===== src/rtl/symenc_pkg.sv =====
`default_nettype none
// ============================================================================
// Module      : symenc_pkg
// Description : Shared types and defaults for the symbol-encoder UART path.
// Revision    : 1.0 - initial release
// ============================================================================
package symenc_pkg;

    // Serialiser frame phases: idle line, start bit, 8 data bits, stop bit
    typedef enum logic [1:0] {
        IDLE  = 2'd0,
        START = 2'd1,
        DATA  = 2'd2,
        STOP  = 2'd3
    } uart_state_t;

    localparam int DEFAULT_CLOCK_HZ = 50_000_000;
    localparam int DEFAULT_BAUD     = 115200;

endpackage
`default_nettype wire


===== src/rtl/sync_fifo.sv =====
`default_nettype none
// ============================================================================
// Module      : sync_fifo
// Description : Single-clock FIFO with extra-MSB pointers for full/empty
//               detection. Writes while full and reads while empty are ignored.
// Revision    : 1.0 - initial release
// ============================================================================
module sync_fifo #(
    parameter int WIDTH = 8,
    parameter int DEPTH = 16
) (
    input  logic                         clk,
    input  logic                         rst_n,
    input  logic                         i_wr_en,
    input  logic [WIDTH-1:0]             i_wr_data,
    input  logic                         i_rd_en,
    output logic [WIDTH-1:0]             o_rd_data,
    output logic                         o_full,
    output logic                         o_empty,
    output logic [$clog2(DEPTH+1)-1:0]   o_count
);

    localparam int c_ADDR_W = $clog2(DEPTH);

    if ((DEPTH < 2) || ((DEPTH & (DEPTH - 1)) != 0)) begin : g_bad_depth
        $error("sync_fifo: DEPTH must be a power of 2 and at least 2");
    end

    logic [WIDTH-1:0]  r_mem [DEPTH];
    logic [c_ADDR_W:0] r_wr_ptr;
    logic [c_ADDR_W:0] r_rd_ptr;
    logic              w_full;
    logic              w_empty;
    logic              w_do_wr;
    logic              w_do_rd;

    // Same slot with differing wrap bits means the writer is a full lap ahead
    assign w_full  = (r_wr_ptr[c_ADDR_W] != r_rd_ptr[c_ADDR_W]) &&
                     (r_wr_ptr[c_ADDR_W-1:0] == r_rd_ptr[c_ADDR_W-1:0]);
    assign w_empty = (r_wr_ptr == r_rd_ptr);
    assign w_do_wr = i_wr_en && !w_full;
    assign w_do_rd = i_rd_en && !w_empty;

    assign o_rd_data = r_mem[r_rd_ptr[c_ADDR_W-1:0]];
    assign o_full    = w_full;
    assign o_empty   = w_empty;
    assign o_count   = r_wr_ptr - r_rd_ptr;

    // Storage array; contents need no reset because the pointers gate all reads
    always_ff @(posedge clk) begin
        if (w_do_wr) begin
            r_mem[r_wr_ptr[c_ADDR_W-1:0]] <= i_wr_data;
        end
    end

    // Pointer update; reset discards all queued entries
    always_ff @(posedge clk or negedge rst_n) begin
        if (!rst_n) begin
            r_wr_ptr <= '0;
            r_rd_ptr <= '0;
        end else begin
            if (w_do_wr) begin
                r_wr_ptr <= r_wr_ptr + 1'b1;
            end
            if (w_do_rd) begin
                r_rd_ptr <= r_rd_ptr + 1'b1;
            end
        end
    end

endmodule
`default_nettype wire


===== src/rtl/uart_tx_fifo.sv =====
`default_nettype none
// ============================================================================
// Module      : uart_tx_fifo
// Description : Buffered 8N1 UART transmitter. Bytes enter a FIFO over a
//               valid/ready handshake and leave back-to-back at a fixed baud.
// Revision    : 1.0 - initial release
// ============================================================================
module uart_tx_fifo
    import symenc_pkg::*;
#(
    parameter int CLOCK_HZ   = DEFAULT_CLOCK_HZ,
    parameter int BAUD       = DEFAULT_BAUD,
    parameter int FIFO_DEPTH = 16
) (
    input  logic                              clock,
    input  logic                              reset_n,
    input  logic [7:0]                        in_data,
    input  logic                              in_valid,
    output logic                              in_ready,
    output logic                              tx,
    output logic                              busy,
    output logic [$clog2(FIFO_DEPTH+1)-1:0]   fifo_count
);

    localparam int c_CLKS_PER_BIT = CLOCK_HZ / BAUD;
    localparam int c_BAUD_W       = (c_CLKS_PER_BIT < 2) ? 1 : $clog2(c_CLKS_PER_BIT);
    localparam logic [c_BAUD_W-1:0] c_BAUD_LAST = c_BAUD_W'(c_CLKS_PER_BIT - 1);

    if (c_CLKS_PER_BIT < 2) begin : g_bad_baud
        $error("uart_tx_fifo: CLOCK_HZ / BAUD must be at least 2");
    end

    logic                w_fifo_full;
    logic                w_fifo_empty;
    logic [7:0]          w_fifo_rd_data;
    logic                w_push;
    logic                w_pop;
    logic                w_baud_wrap;

    uart_state_t         r_state;
    logic [c_BAUD_W-1:0] r_baud_cnt;
    logic [2:0]          r_bit_idx;
    logic [7:0]          r_shift;
    logic                r_tx;

    // Ready depends only on registered FIFO state, so a same-cycle pop never frees a slot early
    assign in_ready    = !w_fifo_full;
    assign w_push      = in_valid && !w_fifo_full;
    assign w_baud_wrap = (r_baud_cnt == c_BAUD_LAST);
    // Pop from idle, or at the last stop-bit cycle to chain the next frame with no gap
    assign w_pop       = !w_fifo_empty &&
                         ((r_state == IDLE) || ((r_state == STOP) && w_baud_wrap));

    assign tx   = r_tx;
    assign busy = (r_state != IDLE) || !w_fifo_empty;

    sync_fifo #(
        .WIDTH (8),
        .DEPTH (FIFO_DEPTH)
    ) u_fifo (
        .clk       (clock),
        .rst_n     (reset_n),
        .i_wr_en   (w_push),
        .i_wr_data (in_data),
        .i_rd_en   (w_pop),
        .o_rd_data (w_fifo_rd_data),
        .o_full    (w_fifo_full),
        .o_empty   (w_fifo_empty),
        .o_count   (fifo_count)
    );

    // Serialiser FSM with baud counter; tx is registered and trails the state by one cycle
    always_ff @(posedge clock or negedge reset_n) begin
        if (!reset_n) begin
            r_state    <= IDLE;
            r_baud_cnt <= '0;
            r_bit_idx  <= '0;
            r_shift    <= '0;
            r_tx       <= 1'b1;
        end else begin
            case (r_state)
                IDLE:    r_tx <= 1'b1;
                START:   r_tx <= 1'b0;
                DATA:    r_tx <= r_shift[0];
                STOP:    r_tx <= 1'b1;
                default: r_tx <= 1'b1;
            endcase

            case (r_state)
                IDLE: begin
                    if (w_pop) begin
                        r_shift    <= w_fifo_rd_data;
                        r_baud_cnt <= '0;
                        r_bit_idx  <= '0;
                        r_state    <= START;
                    end
                end
                START: begin
                    if (w_baud_wrap) begin
                        r_baud_cnt <= '0;
                        r_state    <= DATA;
                    end else begin
                        r_baud_cnt <= r_baud_cnt + 1'b1;
                    end
                end
                DATA: begin
                    if (w_baud_wrap) begin
                        r_baud_cnt <= '0;
                        r_shift    <= r_shift >> 1;
                        r_bit_idx  <= r_bit_idx + 3'd1;
                        if (r_bit_idx == 3'd7) begin
                            r_state <= STOP;
                        end
                    end else begin
                        r_baud_cnt <= r_baud_cnt + 1'b1;
                    end
                end
                STOP: begin
                    if (w_baud_wrap) begin
                        r_baud_cnt <= '0;
                        if (w_pop) begin
                            r_shift   <= w_fifo_rd_data;
                            r_bit_idx <= '0;
                            r_state   <= START;
                        end else begin
                            r_state <= IDLE;
                        end
                    end else begin
                        r_baud_cnt <= r_baud_cnt + 1'b1;
                    end
                end
                default: begin
                    r_state <= IDLE;
                end
            endcase
        end
    end

endmodule
`default_nettype wire


===== config.mk =====
export PLATFORM = sky130hd
export DESIGN_NAME = uart_tx_fifo
export DESIGN_NICKNAME = d
export VERILOG_FILES = /design/src/rtl/symenc_pkg.sv /design/src/rtl/sync_fifo.sv /design/src/rtl/uart_tx_fifo.sv
export SDC_FILE = /design/constraint.sdc
export NUM_CORES = 1
export LEC_CHECK = 0
export ABC_AREA = 1
export BUFFER_PORTS_ARGS = -buffer_cell sky130_fd_sc_hd__buf_2
export CAP_MARGIN = 10
export CORE_ASPECT_RATIO = 0.75
export CORE_MARGIN = 1
export CORE_UTILIZATION = 45
export CTS_BUF_LIST = sky130_fd_sc_hd__clkbuf_4 sky130_fd_sc_hd__clkbuf_8
export DETAILED_ROUTE_END_ITERATION = 16
export PLACE_DENSITY = 0.72
export RECOVER_POWER = 50
export SLEW_MARGIN = 10
export SYNTH_ARGS = -nofsm -noshare
export SYNTH_HDL_FRONTEND = slang
export SYNTH_SLANG_ARGS = --single-unit
export TNS_END_PERCENT = 100

===== constraint.sdc =====
create_clock -name clock -period 2.4 [get_ports clock]
set_input_delay 0.12 -clock clock [delete_from_list [all_inputs] [get_ports clock]]
set_output_delay 0.12 -clock clock [all_outputs]
set_load 0.1 [all_outputs]

==> Word-level counts from Yosys, hierarchy flattened <==
Memory sizes are Yosys's and may differ from the RTL's.
Cells that the tools add are included.
{ "totals": {"register_bits": 33, "latchBits": 0, "mem_bits_rw": 128, "rom_bits": 0, "in_bits": 11, "out_inout_bits": 8, "word_cells": 64, "n_memories": 1} }
{ "op_classes": {"n_addsub": 5, "mul": 0, "div_mod_pow": 0, "n_lt_le_gt_ge": 0, "n_eq_ne": 13, "n_shift": 0, "mux": 21, "n_bitwise": 0, "n_reduce_logical": 17} }
{ "mem_list": {"columns": ["name", "words", "word_bits", "read_ports", "rd_clocked_by_memory_dff", "wr", "line_no", "source"], "rows": [
  ["u_fifo.r_mem", 16, 8, 1, 0, 1, "sync_fifo.sv:29", "logic [WIDTH-1:0] r_mem [DEPTH];"]
]} }
{ "ops": {"columns": ["op", "count"], "rows": [
  ["$mux W8", 3],
  ["$pmux W8 S3", 1],
  ["$mux W9", 2],
  ["$pmux W9 S2", 1],
  ["$add A5 B1 Y5 const B", 2],
  ["$mux W2", 5],
  ["$add A9 B1 Y9 const B", 1],
  ["$eq A9 B9 Y1 const B", 1],
  ["$mux W3", 3],
  ["$pmux W3 S3", 1],
  ["$ne A2 B2 Y1 const B", 4],
  ["$pmux W2 S4", 1],
  ["$logic_and A1 B1 Y1", 6],
  ["$eq A5 B5 Y1", 1],
  ["$reduce_and A5 Y1", 1],
  ["$sub A5 B5 Y5", 1],
  ["$eq A2 B2 Y1 const B", 2],
  ["$eq A4 B4 Y1", 1],
  ["$add A3 B1 Y3 const B", 1],
  ["$eq A3 B3 Y1 const B", 1],
  ["$mux W1", 3],
  ["$pmux W1 S3", 1],
  ["$reduce_and A3 Y1", 1],
  ["$reduce_bool A3 Y1", 1],
  ["other kinds (9)", 11]
]} }

==> Depth between registers and ports, before layout <==
Gate-level depths: netlist (run 1).
{ "logic_depth": {"depth_word": 7, "mapped_depth": 13} }

==> Cells and area by module <==
A second synthesis (run 1) with hierarchy kept.
{ "unflattened": {"cells_unflattened": 834, "hier_area_um2": 7851.3} }
{ "modules_own_cells": {"columns": ["module", "instances", "cells_each", "area_each_um2"], "rows": [
  ["sync_fifo", 1, 657, 6398.6],
  ["uart_tx_fifo", 1, 177, 1452.6]
]} }

==> Worst setup path before layout (run 1) <==
Ideal clock, no wire load.
{ "synth_timing": {"path_type": "register to register", "startpoint": "register u_fifo.r_rd_ptr[2]", "endpoint": "memory u_fifo.r_mem[0][0] (enable)", "setup_ns": 0.370, "t_arrival_ns": 2.771, "setup_slack_ns": -0.742, "path_stages_with_launch": 11, "period_less_slack_ns": 3.142, "path_cell_list": "dfrtp_1 clkbuf_1 inv_2 ha_1 nand2_1 nor2_4 nand2_1 nand2_2 inv_2 nand2_1 nor2_1"} }
{ "synth_between": {"elab_chain_len": 7} }
{ "synth_rtl": {"columns": ["item", "line_no", "source"], "rows": [
  ["from (decl)", "sync_fifo.sv:31", "logic [c_ADDR_W:0] r_rd_ptr;"],
  ["from (signal assigned)", "sync_fifo.sv:66", "r_rd_ptr <= r_rd_ptr + 1'b1;"],
  ["$eq A4 B4 Y1 (*)", "sync_fifo.sv:39", "(r_wr_ptr[c_ADDR_W-1:0] == r_rd_ptr[c_ADDR_W-1:0]);"],
  ["$logic_and A1 B1 Y1 (*)", "sync_fifo.sv:38", "assign w_full = (r_wr_ptr[c_ADDR_W] != r_rd_ptr[c_ADDR_W]) &&"],
  ["$logic_not A1 Y1 (*)", null, null],
  ["net in_ready", "uart_tx_fifo.sv:19", "output logic in_ready,"],
  ["$logic_and A1 B1 Y1", "uart_tx_fifo.sv:48", "assign w_push = in_valid && !w_fifo_full;"],
  ["$logic_and A1 B1 Y1 (*)", "sync_fifo.sv:41", "assign w_do_wr = i_wr_en && !w_full;"],
  ["$mux W1 (*)", "sync_fifo.sv:51", "if (w_do_wr) begin"],
  ["$mux W1 (not written as such) (*)", "sync_fifo.sv:52", "r_mem[r_wr_ptr[c_ADDR_W-1:0]] <= i_wr_data;"],
  ["to (decl)", "sync_fifo.sv:29", null]
]} }
Mark *: on every way through the listed nets, which the timed path passes. The rest lies on a longest branch.

==> Final worst setup path (run 1) <==
{ "layout_timing": {"startpoint": "register u_fifo.r_rd_ptr[3]", "endpoint": "memory u_fifo.r_mem[13][0] (enable)"} }
{ "layout_between": {"elab_chain_len": 7} }
{ "layout_rtl": {"columns": ["item", "line_no"], "rows": [
  ["$eq A4 B4 Y1 (*)", "sync_fifo.sv:39"],
  ["$logic_and A1 B1 Y1 (*)", "sync_fifo.sv:38"],
  ["$logic_not A1 Y1 (*)", "sync_fifo.sv:41, uart_tx_fifo.sv:48"],
  ["$logic_and A1 B1 Y1", "uart_tx_fifo.sv:48"],
  ["$logic_and A1 B1 Y1 (*)", "sync_fifo.sv:41"],
  ["$mux W1 (*)", "sync_fifo.sv:51"],
  ["$mux W1 (not written as such) (*)", "sync_fifo.sv:52"]
]} }
Every way passes the cells marked *; elsewhere a longest branch is shown, timed or not.

==> results.md, run 1 <==
* H-tree depth at 4
* Hold depth at 1
* Cell Area, Placed at 7640 µm²
* Sequential share of the synthesized area at 0.655
* Layout cell share with drive strength beyond 1 at 0.152
* First-pass DRT Iterations at 5
* PnR Total Power at 7.29 mW
* Post-synth design cell area at 7130 µm²
* Leak Pwr at 3.11 nW
* Final hold slack at 0.340 ns
* Power density over the cells at 902 nW/µm²
* Hold EP: u_fifo.r_mem[9][0]$_DFFE_PP_
* Chip width at 147 µm
* Met1 wire length at 6930 µm
* Post-route minimum period at 2.30 ns
* Max_cap viols at 1
* Crit path required time at 2.49 ns
* Core Box Area at 15400 µm²
* Antenna Cells at 0
* # IOs at 19
* Hold path start: in_data[0]
* Clock buffer count from CTS at 17
* Final Routed Wirelength at 15400 µm
* Vias in the first global route at 4805
* Clock skew at 0.00994 ns
* Fill cell count at 1289
* Final core occ at 0.526
* Total gr overflow at 0
* Mapped Cells at 658
* Status: finished with violations
* # nets final at 718
* Crit start category: register
* Routed wl met3 at 1060 µm
* Yosys reg bits at 161
* CTS tree: built
* Die Footprint at 16300 µm²
* Final Hold Viols at 0
* Gpl congestion at 0.889
* Worst Path Arrival at 2.39 ns
* Number of flops mapped to enable cells by yosys at 128
* R2r endpoint: u_fifo.r_mem[13][0]$_DFFE_PP_
* Die Span Y at 111 µm
* Worst-margin pin slew at 1.87 ns
* Footprint of the multi-input gates at 2330 µm²
* Worst Hold Class: input pin to register
* Clock share of power at 0.269
* DRC at 0
* Period utilisation layout at 0.959
* Area grow syn2layout at 13.4%
* Flop pwr share at 0.462
* Post-route setup TNS at 0 ns
* Rel. slew slack at -0.246
* Seq. cell area at 4670 µm²
* Max FO, Critical Path at 10
* Dpl ws at 0.0442 ns
* # setup viols final at 0
* Largest net degree at the start of global routing at 67
* Clock Tree Root: clkbuf_8
* Comb power frac at 0.269
* Effective utilization at floorplan at 0.464
* Switching share of power at 0.338
* HPWL Detailed at 10500 µm
* R2R cell count at 9
* Cell Count, Final, Fillers Out at 907
* Wire per inst at 17.0 µm
* Detailed-route via count at 4831
* Post-Syn Nets at 687
* Main synth FF type: edfxtp_1
* Pins Over Slew Limit at 34
* Top Layer Used: met4
* Final worst setup slack at 0.0979 ns
* Met2 wire length at 7180 µm
* Clock buffer depth at 2
* Yosys warns at 0
* Fraction of registers with async set/reset at 0.205
* Setup CP Type: register to register
* Clk_lat worst skew at 0.44 ns
* Drt first-iter violations at 420
* Fin area at 8080 µm²
* Standard-cell row count at 39
* Placed cell count at 872
* CP endpoint kind: register
* Maximum clock frequency at 0.434 GHz
* Peak supply drop at 0.785 mV
* Failing checks: max-capacitance violations, max-slew violations
* Cell variety after synth at 31
* GR Util All Layers at 0.202
* Switching power at 2.46 mW
* Worst Setup SP: u_fifo.r_rd_ptr[3]$_DFFE_PN0P_
* Antenna violations before repair at 0
* Avg Cell Area, Syn at 10.8 µm²
* Worst r2r src: u_fifo.r_rd_ptr[3]$_DFFE_PN0P_
* IO buf count at 18
* Clk slew on worst S/H paths at 0.09 ns
* Num Clock Sinks at 161
* Post-DRT Antenna Nets at 0
* Post-DR vias/cell at 5.33
* Worst R2R Setup Slack at 0.1 ns
* First-pass GRT wire length at 25000 µm
* RSZ-0062 raised after global routing: yes
* P_int at 4.82 mW
==> kinds of logic after synthesis <==
kind of cell	share of synthesized area
simple gates	0.200
fa+ha+maj	0.0327
xor+xnor	0.0160
compound gates	0.0639
flops	0.655
buf+inv	0.0325
==> cells in the mapped netlist (3+ instances only) <==
cell / count / share of area
edfxtp_1: 128 / 0.54
nand2_1: 124 / 0.065
nor2_1: 124 / 0.065
o21ai_0: 63 / 0.044
nand3_1: 54 / 0.038
dfrtp_1: 32 / 0.11
inv_1: 25 / 0.013
ha_1: 17 / 0.030
a21oi_1: 14 / 0.0098
buf_2: 14 / 0.0098
nand2_2: 13 / 0.011
xor2_1: 11 / 0.014
clkbuf_1: 7 / 0.0037
nand2_4: 5 / 0.0079
inv_2: 4 / 0.0021
nor2_4: 3 / 0.0047
o22ai_1: 3 / 0.0026
==> sequential cells by signal (all words and copies together), names as in the netlist <==
signal and cells:
r_baud_cnt 9, r_bit_idx 3, r_shift 8, r_state 2, tx 1, u_fifo.r_mem 128, u_fifo.r_rd_ptr 5, u_fifo.r_wr_ptr 5
==> layer usage <==
layer,GRT usage,up-vias
li1,-,2289
met1,0.287,2334
met2,0.313,189
met3,0.0395,19
met4,0.0653,0
met5,0,-
==> how the worst max path moves through the flow <==
| stage | endpoint | slack (ns) | cells past startpoint |
|---|---|---|---|
| after floorplan | u_fifo.r_mem[12][0]$_DFFE_PP_ | -0.17 | 11 |
| after global placement | u_fifo.r_mem[13][1]$_DFFE_PP_ | 0.17 | 9 |
| after detailed placement | u_fifo.r_mem[13][1]$_DFFE_PP_ | 0.04 | 9 |
| after CTS | fifo_count[4] | 0.02 | 7 |
| after global routing | u_fifo.r_mem[13][1]$_DFFE_PP_ | -0.03 | 9 |
| final | u_fifo.r_mem[13][0]$_DFFE_PP_ | 0.1 | 9 |
==> power groups by stage <==
stage | clock network (mW) | registers, mW | logic (mW)
2_1_floorplan | 0 | 3.40 | 1.29
3_3_place_gp | 0 | 3.42 | 1.90
3_5_place_dp | 0 | 3.43 | 1.92
4_1_cts | 1.98 | 3.36 | 1.96
5_1_grt | 2.10 | 3.39 | 2.07
6_report | 1.96 | 3.37 | 1.96
==> area by class of cell <==
| cell class | count | area share |
|---|---|---|
| Tap cell | 205 | 0.0317 |
| Clock inverter | 15 | 0.0197 |
| Clock buffer | 17 | 0.0290 |
| Multi-Input combinational cell | 444 | 0.289 |
| Sequential cell | 161 | 0.578 |
| Timing Repair Buffer | 36 | 0.0389 |
| Inverter | 29 | 0.0135 |
==> layout by cell type (no fill, tap or decap), types with 3 or more instances in the layout <==
master / n
ha_1: 16
nor2_2: 13
clkinv_4: 4
dfrtp_1: 31
nand2_2: 13
clkbuf_8: 17
buf_2: 4
inv_6: 4
nand2_4: 5
o22ai_1: 3
edfxtp_1: 128
buf_4: 14
o21ai_0: 62
clkbuf_1: 9
buf_12: 6
inv_2: 4
a21oi_1: 14
xor2_1: 9
nand3_1: 54
nor2_4: 4
inv_1: 25
nor2_1: 111
nand2_1: 123
==> repair_timing <==
item | in CTS | in global routing
buffers inserted | 1 | 0
endpoints found under the hold margin | 33 | 0
gates resized for setup | 5 | 2
endpoints found under the setup margin | 2 | 74
pin swaps | 0 | 0
hold buffers | 2 | 0
==> critical path, cell delays in order (launching register included) <==
cell	delay, ns
dfrtp_1	0.42
inv_2	0.17
ha_4	0.24
nand2_1	0.14
nor2_4	0.08
nand2_8	0.07
nand2_2	0.07
inv_2	0.12
nand2_1	0.21
nor2_2	0.43
No activity file was read; power rests on OpenSTA's default activity.
==> inputs of run 2 (changes only) <==
--- a/config.mk
+++ b/config.mk
@@ -15,6 +15,7 @@
 export DETAILED_ROUTE_END_ITERATION = 16
 export PLACE_DENSITY = 0.72
 export RECOVER_POWER = 50
+export SETUP_SLACK_MARGIN = 0.3
 export SLEW_MARGIN = 10
 export SYNTH_ARGS = -nofsm -noshare
 export SYNTH_HDL_FRONTEND = slang
==> run 2 against run 1 <==
The flow now finishes without violations. Non-clock buffer count up 2. Clock skew up 0.0018 ns. Routed wire length up 4.9%. Largest power group unchanged. Cell count up 0.33%.
==> results.md, run 2 (synthesis gave the netlist of run 1 again) <==
* Status: complete, no violations
* Leak Pwr at 3.17 nW
* Setup CP Type: register to output port
* Chip width at 147 µm
* Crit path max-delay family: adder cells
* Worst Path Arrival at 2.00 ns
* # setup viols final at 0
* Power density over the cells at 937 nW/µm²
* CP endpoint kind: output port
* Gpl congestion at 0.891
* Final worst setup slack at 0.277 ns
* Num Clock Sinks at 161
* CTS tree: built
* Clock buffer depth at 2
* HPWL Detailed at 10600 µm
* Routed wl met3 at 1250 µm
* H-tree depth at 4
* # IOs at 19
* Met1 wire length at 7140 µm
* Layout cell share with drive strength beyond 1 at 0.180
* First-pass DRT Iterations at 6
* DRC at 0
* Clk slew on worst S/H paths at 0.10 ns
* Detailed-route via count at 4938
* CP Buf/Inv Count at 1
* Total gr overflow at 0
* Wire per inst at 17.7 µm
* Standard-cell row count at 39
* Period utilisation layout at 0.884
* Fill cell count at 1261
* Die Footprint at 16300 µm²
* Clock skew at 0.0117 ns
* RSZ-0062 raised after global routing: yes
* Max FO, Critical Path at 2
* Post-route minimum period at 2.12 ns
* Crit-path cells: ha_4 > fa_2 > o21ai_4 > xor2_4 > buf_12
* Area grow syn2layout at 17.7%
* IO buf count at 18
* Worst Hold Class: input pin to async pin
* CP max stage cell: dfrtp_2
* Dpl ws at 0.342 ns
* Commonest non-fill, non-tap cell in the layout: edfxtp_1
* Clock buffer count from CTS at 17
* Max_cap viols at 0
* Vias in the first global route at 4821
* Peak supply drop at 0.810 mV
* # nets final at 721
* Crit path required time at 2.28 ns
* Die Span Y at 111 µm
* Commonest non-fill, non-tap cells in the layout: edfxtp_1 (128), nand2_1 (118), nor2_1 (109)
* First-pass GRT wire length at 25600 µm
* Post-route setup TNS at 0 ns
* Pins Over Slew Limit at 0
* Maximum clock frequency at 0.471 GHz
* Antenna violations before repair at 0
* Post-DR vias/cell at 5.43
* CP peak stage delay at 0.44 ns
* Post-DRT Antenna Nets at 0
* GR Util All Layers at 0.209
* Antenna Cells at 0
* Rel. slew slack at 0.233
* Met2 wire length at 7590 µm
* Clock Tree Root: clkbuf_8
* Final Routed Wirelength at 16100 µm
* Largest register FFs at 128
* Worst-margin pin slew at 1.16 ns
* Largest net degree at the start of global routing at 56
* Drt first-iter violations at 486
* Top Layer Used: met4
* Core Box Area at 15400 µm²
* Clk_lat worst skew at 0.46 ns
* Effective utilization at floorplan at 0.464
* Crit start category: register
* Final Hold Viols at 0
## run 2: cell types whose count changed in the layout (fill, tap and decap cells not counted), moves of 3 or more
cell      before  now
nor2_2        13    1
nand2_8        2    8
clkinv_4       4    1
nor2_4         4   18
nand2_1      123  118
buf_6          0    3
## run 2: metal layers
metal,global-route usage,vias up
li1,-,2301
met1,0.287,2431
met2,0.323,183
met3,0.0576,23
met4,0.0653,0
met5,0,-
## run 2: per-stage QoR
step,instances,power (mW),hold WS [ns],utilization,cell area (µm²)
after CTS,904,7.83,0.0663,0.542,8320
final,910,7.86,0.264,0.546,8390
after global placement,866,5.51,0.227,0.504,7750
after floorplan,658,4.93,-0.176,-,7410
after global routing,910,8.15,0.296,0.546,8390
after detailed placement,866,5.53,0.233,0.504,7750
## run 2: final timing paths
path	cells after the start	end	startpoint	slack, ns
hold / removal	2	r_baud_cnt[0]$_DFFE_PN0P_	reset_n	0.26
setup reg to reg	9	r_shift[6]$_DFFE_PN0P_	u_fifo.r_rd_ptr[0]$_DFFE_PN0P_	0.40
setup / recovery	5	fifo_count[4]	u_fifo.r_rd_ptr[0]$_DFFE_PN0P_	0.28
min in group clock	1	u_fifo.r_mem[2][0]$_DFFE_PP_	in_data[0]	0.27
hold reg to reg	2	r_shift[4]$_DFFE_PN0P_	r_shift[4]$_DFFE_PN0P_	0.50
max in group asynchronous	2	u_fifo.r_rd_ptr[1]$_DFFE_PN0P_	reset_n	1.60
## run 2: where the power goes
group	internal [mW]	switching, mW	total [mW]	leakage (nW)
Sequential	3.28	0.105	3.38	1.56
Clock	1.08	1.07	2.15	0.219
Combinational	0.775	1.56	2.33	1.39
## run 2: cell type report
| type | instances | area (µm²) | share of cell area |
|---|---|---|---|
| multi-input combinational | 445 | 2570 | 0.307 |
| tap | 205 | 256 | 0.0306 |
| clock buffer | 18 | 241 | 0.0288 |
| inverter | 29 | 126 | 0.0151 |
| timing repair buffer | 38 | 323 | 0.0385 |
| sequential | 161 | 4670 | 0.557 |
| clock inverter | 14 | 194 | 0.0231 |
## run 2: repair_timing
| action | CTS | global route |
|---|---|---|
| pin swaps | 5 | 3 |
| setup endpoints to repair | 5 | 33 |
| cloned | 0 | 1 |
| resized for setup | 18 | 7 |
| endpoints found under the hold margin | 33 | 0 |
| hold buffers | 2 | 0 |
| setup buffers | 4 | 5 |
==> inputs of run 3 (changes only) <==
--- a/config.mk
+++ b/config.mk
@@ -13,6 +13,7 @@
 export CORE_UTILIZATION = 45
 export CTS_BUF_LIST = sky130_fd_sc_hd__clkbuf_4 sky130_fd_sc_hd__clkbuf_8
 export DETAILED_ROUTE_END_ITERATION = 16
+export GPL_TIMING_DRIVEN = 0
 export PLACE_DENSITY = 0.72
 export RECOVER_POWER = 50
 export SETUP_SLACK_MARGIN = 0.3
==> run 3 against run 2 <==
Final area grew 3.6%. Die area is the same. Cell count rose by 3.5%. Power shrank 0.57%. Non-clock buffer count is 33 higher. Combinational power grew 2%. Register-to-register slack worse by 0.10 ns. Clock-buffer cell count is the same. Clock power is 5% lower. Critical path type unchanged.
==> results.md, run 3 (synthesis gave the netlist of run 1 again) <==
* Antenna Cells at 0
* Clock skew at 0.0163 ns
* Setup CP Type: register to output port
* R2R cell count at 15
* Clk slew on worst S/H paths at 0.10 ns
* Worst r2r src: u_fifo.r_rd_ptr[1]$_DFFE_PN0P_
* Total gr overflow at 0
* First-pass DRT Iterations at 5
* Commonest non-fill, non-tap cells in the layout: edfxtp_1 (128), nand2_1 (116), nor2_1 (109)
* Core Box Area at 15400 µm²
* Period utilisation layout at 0.926
* Clock buffer depth at 2
* Post-route setup TNS at 0 ns
* Status: complete, no violations
* CP Buf/Inv Count at 1
* Hold path start: in_data[7]
* Hold depth at 1
* Comb power frac at 0.305
* Max_cap viols at 0
* Gpl congestion at 0.887
* Worst R2R Setup Slack at 0.30 ns
* Wire per inst at 18.9 µm
* Effective utilization at floorplan at 0.464
* DRC at 0
* H-tree depth at 4
* Detailed-route via count at 5198
* Worst-margin pin slew at 1.16 ns
* Maximum clock frequency at 0.450 GHz
* Layout cell share with drive strength beyond 1 at 0.221
* Worst Hold Class: input pin to register
* Rel. slew slack at 0.229
* Drt first-iter violations at 595
* Crit-path cells: ha_4 > fa_2 > o21ai_4 > xor2_4 > buf_12
* Clk_lat worst skew at 0.46 ns
* Flop pwr share at 0.434
* Switching share of power at 0.370
* Crit path max-delay family: adder cells
* Largest net degree at the start of global routing at 34
* Worst Path Arrival at 2.10 ns
* P_int at 4.93 mW
* First-pass GRT wire length at 27100 µm
* Post-DRT Antenna Nets at 0
* Clock Tree Root: clkbuf_8
* Area grow syn2layout at 22.0%
* R2r endpoint: r_shift[3]$_DFFE_PN0P_
* HPWL Detailed at 11100 µm
* Crit start category: register
* Switching power at 2.89 mW
* Peak supply drop at 0.809 mV
* RSZ-0062 raised after global routing: yes
* Chip width at 147 µm
* CP peak stage delay at 0.46 ns
* Hold EP: u_fifo.r_mem[6][7]$_DFFE_PP_
* Num Clock Sinks at 161
* Die Footprint at 16300 µm²
* Crit path required time at 2.28 ns
* Clock share of power at 0.261
* Power density over the cells at 899 nW/µm²
* # IOs at 19
* Pins Over Slew Limit at 0
* Clock buffer count from CTS at 17
* Commonest non-fill, non-tap cell in the layout: edfxtp_1
* CTS tree: built
* Vias in the first global route at 4926
* Max FO, Critical Path at 2
* Leak Pwr at 3.33 nW
* Post-route minimum period at 2.22 ns
* Final Hold Viols at 0
* Standard-cell row count at 39
* Largest register FFs at 128
* Final Routed Wirelength at 17800 µm
* IO buf count at 18
* Antenna violations before repair at 0
* Die Span Y at 111 µm
* # nets final at 753
* Post-DR vias/cell at 5.52
* Fill cell count at 1225
* # setup viols final at 0
* CP endpoint kind: output port
* CP max stage cell: dfrtp_2
* Fin area at 8690 µm²
* GR Util All Layers at 0.225
* Cell Area, Placed at 7760 µm²
==> run 3: worst max-delay path by stage <==
stage                     cells past startpoint                             to                            from  slack (ns)
after floorplan                               5                  fifo_count[4]  u_fifo.r_wr_ptr[0]$_DFFE_PN0P_        0.23
after global placement                       10  u_fifo.r_mem[15][6]$_DFFE_PP_  u_fifo.r_rd_ptr[2]$_DFFE_PN0P_        0.08
after detailed placement                     10  u_fifo.r_mem[15][6]$_DFFE_PP_  u_fifo.r_rd_ptr[2]$_DFFE_PN0P_        0.06
after CTS                                     5                  fifo_count[4]  u_fifo.r_rd_ptr[0]$_DFFE_PN0P_        0.18
after global routing                          5                  fifo_count[4]  u_fifo.r_rd_ptr[0]$_DFFE_PN0P_        0.15
final                                         5                  fifo_count[4]  u_fifo.r_rd_ptr[0]$_DFFE_PN0P_        0.18
==> run 3: area by class of cell <==
cell class,count,area [µm²],area share
tap,205,256,0.0295
buffer,24,158,0.0181
sequential,161,4670,0.538
multi-input combinational,444,2610,0.300
inverter,29,134,0.0154
clock inverter,14,159,0.0183
clock buffer,18,241,0.0278
timing repair buffer,47,464,0.0534
==> run 3: through the flow <==
stage          setup slack [ns]  std cells  total power, mW  hold slack [ns]   util
3_3_place_gp             0.0767        881             5.21            0.242  0.505
6_report                  0.178        942             7.82            0.274  0.565
4_1_cts                   0.178        931             7.67           0.0587  0.556
5_1_grt                   0.148        942             8.04            0.262  0.565
2_1_floorplan             0.234        658             4.93           -0.176      -
3_5_place_dp             0.0629        881             5.27            0.251  0.505
==> run 3: repair_timing <==
action                                  in CTS  in global routing
cloned                                       1                  1
pin swaps                                   14                 17
endpoints found under the hold margin       33                  0
buffers inserted                            15                 10
gates resized for setup                     49                 19
hold buffers                                 2                  0
endpoints found under the setup margin     149                149
==> run 3: routing by layer <==
metal	part of all wire	track usage	up-vias
li1	-	-	2364
met1	0.42	0.319	2518
met2	0.47	0.340	278
met3	0.097	0.0576	38
met4	0.020	0.0694	0
met5	0	0	-
==> run 3: worst reg2reg max path, delay by kind of cell, from the launching register on <==
| family | cells | cell delay [ns] |
|---|---|---|
| compound gates | 1 | 0.06 |
| fa+ha+maj | 1 | 0.28 |
| simple gates | 8 | 0.72 |
| buf+inv | 5 | 0.55 |
| flops | 1 | 0.40 |
==> run 3: power groups by stage <==
stage	sequential (mW)	clock (mW)	combinational (mW)
after floorplan	3.40	0	1.52
after global placement	3.43	0	1.78
after detailed placement	3.44	0	1.82
after CTS	3.39	2.04	2.24
after global routing	3.41	2.16	2.47
final	3.40	2.04	2.38
